## src/rtl/fetch_unit.sv

```systemverilog
`default_nettype none
// fetch_unit: TinyMIPS instruction-fetch stage. Holds the PC and the IR, assembles
// the IR big-endian from byte-wide memory reads and flags illegal irwrite sequences. Rev 1.0
module fetch_unit #(
  parameter int               WIDTH    = 8,
  parameter logic [WIDTH-1:0] RESET_PC = '0
) (
  input  logic             clk,
  input  logic             rst,
  input  logic             pcen,
  input  logic [1:0]       pcsource,
  input  logic [WIDTH-1:0] aluresult,
  input  logic [WIDTH-1:0] aluout,
  input  logic [3:0]       irwrite,
  input  logic [7:0]       memdata,
  output logic [WIDTH-1:0] pc,
  output logic [31:0]      instr,
  output logic [5:0]       op,
  output logic [4:0]       rs,
  output logic [4:0]       rt,
  output logic [4:0]       rd,
  output logic [5:0]       funct,
  output logic [WIDTH-1:0] imm,
  output logic             ir_valid,
  output logic             irwrite_err
);

  localparam logic [1:0] PC_ALURESULT = 2'b00;
  localparam logic [1:0] PC_ALUOUT    = 2'b01;
  localparam logic [1:0] PC_JUMP      = 2'b10;

  logic [3:0]       byte_seen;
  logic [3:0]       seen_next;
  logic [WIDTH-1:0] pc_next;
  logic             multi_hot;
  logic             seq_err;

  always_comb begin
    pc_next = pc;
    if (pcen) begin
      case (pcsource)
        PC_ALURESULT: pc_next = aluresult;
        PC_ALUOUT:    pc_next = aluout;
        PC_JUMP:      pc_next = {instr[WIDTH-3:0], 2'b00};
        default:      pc_next = pc;
      endcase
    end
  end

  // A lower lane is legal only once the lane above it has been loaded.
  assign multi_hot = (irwrite & (irwrite - 4'd1)) != 4'd0;
  assign seq_err   = |(irwrite[2:0] & ~byte_seen[3:1]);

  always_comb begin
    seen_next = irwrite[3] ? 4'b1000 : byte_seen;
    seen_next = seen_next | {1'b0, irwrite[2:0]};
  end

  always_ff @(posedge clk) begin
    if (rst) begin
      pc          <= RESET_PC;
      instr       <= '0;
      byte_seen   <= '0;
      irwrite_err <= 1'b0;
    end else begin
      pc        <= pc_next;
      byte_seen <= seen_next;
      for (int k = 0; k < 4; k++) begin
        if (irwrite[k]) instr[8*k +: 8] <= memdata;
      end
      if (multi_hot || seq_err) irwrite_err <= 1'b1;
    end
  end

  assign ir_valid = (byte_seen == 4'b1111);
  assign op       = instr[31:26];
  assign rs       = instr[25:21];
  assign rt       = instr[20:16];
  assign rd       = instr[15:11];
  assign funct    = instr[5:0];
  assign imm      = instr[WIDTH-1:0];

endmodule
`default_nettype wire
```

## config.mk

```make
export PLATFORM = sky130hd
export DESIGN_NAME = fetch_unit
export DESIGN_NICKNAME = d
export VERILOG_FILES = /design/src/rtl/fetch_unit.sv
export SDC_FILE = /design/constraint.sdc
export NUM_CORES = 1
export LEC_CHECK = 0
export ABC_AREA = 1
export CORE_MARGIN = 10
export CORE_UTILIZATION = 37
export CTS_CLUSTER_DIAMETER = 80
export DETAILED_ROUTE_END_ITERATION = 7
export GPL_TIMING_DRIVEN = 0
export PLACE_DENSITY = 0.76
export SYNTH_ARGS = -nofsm -noshare
export SYNTH_HDL_FRONTEND = slang
export SYNTH_SLANG_ARGS = --single-unit
```

## constraint.sdc

```tcl
create_clock -name clk -period 1.2 [get_ports clk]
set_input_delay 0.12 -clock clk [delete_from_list [all_inputs] [get_ports clk]]
set_output_delay 0.12 -clock clk [all_outputs]
set_load 0.01 [all_outputs]
```

==> results.json <==
{
  "layout.nets": 426,
  "finalWorstPathRequiredPeriod_ps": 1188,
  "r2r_start": "byte_seen[2]",
  "path_cells": "buf_4 -> dlygate4sd2_1",
  "rows": 27,
  "regToRegSetupSlack_ps": 350,
  "holdPathStages": 3,
  "die_h_um": 94.90,
  "place_worst_setup_slack_ps": -452.4,
  "synth.cell_area_um2": 2076,
  "post_drt_via_cell_ratio": 4.565,
  "worstMarginPinSlew_ps": 258.8,
  "postRouteAntennaNets": 0,
  "detailedPlacementHpwl_um": 5245,
  "number_of_antenna_violations_at_the_first_check_in_global_routing": 0,
  "worstPathArrival_ps": 1070,
  "most-common-layout-cells": "70 x sky130_fd_sc_hd__dlygate4sd2_1, 65 x sky130_fd_sc_hd__nor2_1, 40 x sky130_fd_sc_hd__buf_4, 40 x sky130_fd_sc_hd__o21ai_0, 35 x sky130_fd_sc_hd__nand2_1",
  "synth_cells": 275,
  "first_pass_grt_wire_length_um": 10380,
  "grt_start_max_net_pins": 13,
  "power-per-cell-area_nw_per_um2": 1062,
  "synth-warning-count": 0,
  "routed_wire_length_per_instance_um": 14.57,
  "syn2layout_area_growth_pct": 57.93,
  "unique_masters_post_synth": 18,
  "design.core.area_um2": 5473,
  "boundaryPins": 110,
  "biggest_cell_delay_along_the_critical_path_ps": 390,
  "floorplan.initialDensity_pct": 37.93,
  "maximum_capacitance_violations": 0,
  "drv_slew": 0,
  "hold_path_class": "input pin to flip-flop",
  "die_w_um": 94.90,
  "placement.io_buffers": 106,
  "via_count": 2109,
  "cp_max_fo": 5,
  "post-route-period-util_pct": 98.99,
  "n_antenna_cell": 0,
  "filler_cell_count": 535,
  "start_point_of_the_worst_min_delay_path": "irwrite[3]",
  "synth-seq-cells": 45,
  "cp-end-kind": "output pin",
  "totalWireLength_um": 6730,
  "maxSlewHeadroom_pct": 82.74,
  "finalWeightedCongestion": 0.8205,
  "tritoncts_num_sinks": 45,
  "ir_worst_vdd_mv": 0.5257,
  "drtPass1Iterations": 4,
  "fp.dieArea_um2": 9006,
  "drc": 0,
  "final_hold_viol_count": 0,
  "cts_made_buffers": 5,
  "min_delay_worst_endpoint": "instr[28]",
  "crit_type": "flip-flop to output pin",
  "grt_overflow_total": 0,
  "power.leakage_nw": 1.694,
  "cts-root-to-sink-buffers": 2,
  "max_freq_mhz": 841.9,
  "outcome": "finished, final reports clean",
  "sequential_to_total_area_share_from_yosys_stat_pct": 43.40,
  "clock-root-buffer": "sky130_fd_sc_hd__clkbuf_8",
  "final.setup_skew_ps": 3.886,
  "gr-usage-all-layers_pct": 14.44,
  "layout.cells.most_common": "sky130_fd_sc_hd__dlygate4sd2_1",
  "timing.setup.tns_ps": 0,
  "timing.rr.end": "irwrite_err",
  "cts.clk_slew.worst_paths_ps": 80,
  "clock_latency_ps": 290,
  "clock_tree_from_tritoncts": "done",
  "fin_worst_hold_slack_ps": 132.2,
  "setup_viol": 0,
  "dpl.cell_count": 453,
  "final_layout_size_suffix_gt1_share_pct": 21.03,
  "htree_num_levels": 2,
  "timing.reg2reg.worst_path_depth": 7,
  "critical_path_required_ps": 1080,
  "critPathLaunchType": "flip-flop",
  "cell_with_the_biggest_individual_delay_on_the_critical_path": "sky130_fd_sc_hd__dfxtp_2",
  "rsz0062_at_grt": "false",
  "detail_route.iter0.violations": 85,
  "instances_no_fill": 462,
  "synthesized_net_count": 311,
  "synthesis.area_per_instance_um2": 7.548,
  "first_global_vias": 2000,
  "finalWorstSetupSlack_ps": 12.17
}
## cell usage after synthesis (all sizes together)
| library cell | n | area, um^2 |
|---|---|---|
| a21oi | 21 | 108.9 |
| nand2 | 35 | 131.4 |
| clkbuf | 1 | 7.510 |
| o21ai | 40 | 200.2 |
| nor3 | 1 | 5.000 |
| ha | 3 | 37.54 |
| buf | 45 | 345.3 |
| nand3 | 3 | 15.01 |
| dfxtp | 45 | 900.9 |
| nor2 | 67 | 266.5 |
| inv | 13 | 53.80 |
| clkinv | 1 | 3.750 |
## cell type report
type / instances / area (um^2) / area share (%)
Clock buffer: 7 / 86.33 / 2.634
Multi-Input combinational cell: 170 / 777.0 / 23.70
Tap cell: 72 / 90.09 / 2.748
Sequential cell: 45 / 925.9 / 28.24
Timing Repair Buffer: 108 / 983.4 / 30.00
Inverter: 14 / 62.56 / 1.908
Buffer: 46 / 352.8 / 10.76
## critical path, delay by kind of cell, from the launching register on
family / cells / cell delay (ps)
buffers and inverters: 2 / 390
flip-flops: 1 / 390
## routing by layer
layer | global-route usage (%) | part of all wire [%] | vias to the layer above
met5 | 0 | 0 | -
met4 | 5.486 | 1.6 | 0
met3 | 4.996 | 9.7 | 11
met2 | 23.91 | 49 | 79
met1 | 16.81 | 39 | 954
li1 | - | - | 1065
## logic make-up after synthesis
logic type | share of synthesized area [%]
AO/OA/AOI/OAI | 14.89
adder cells (fa/ha/maj) | 1.809
buffers and inverters | 19.77
flip-flops | 43.40
AND/OR/NAND/NOR | 20.13
## through the flow
stage               util, %  area, um^2  power (W)
finish                59.90        3278   0.003482
global route          59.90        3278   0.003669
CTS                   59.26        3243   0.003492
detailed placement    58.96        3227   0.002690
global placement      58.96        3227   0.002674
floorplan                 -        2076   0.002137
## timing repair
| action | CTS | global route |
|---|---|---|
| pin swaps | 2 | 1 |
| hold buffers | 0 | 0 |
| buffers inserted | 0 | 2 |
| endpoints found under the setup margin | 85 | 15 |
| resized for setup | 98 | 12 |
## sequential cells by signal (all words and copies together) (netlist names)
name	cells
pc	8
irwrite_err	1
byte_seen	4
instr	32
## power by group
group / total, W / switching (W) / internal [W]
clock network: 0.000939 / 0.000482 / 0.000457
registers: 0.00168 / 0.0000739 / 0.00160
logic: 0.000865 / 0.000412 / 0.000452
## worst max path at each step
stage	startpoint	end	slack, ps	cells past startpoint
2_1_floorplan	pcsource[0]	pc[0]	250	6
3_3_place_gp	pcsource[0]	pc[4]	-440	7
3_5_place_dp	pcsource[0]	pc[1]	-450	7
4_1_cts	instr[3]	imm[3]	10	2
5_1_grt	instr[1]	imm[1]	0.8	2
6_report	instr[1]	instr[1]	10	2
(Power assumes the default switching activity.)
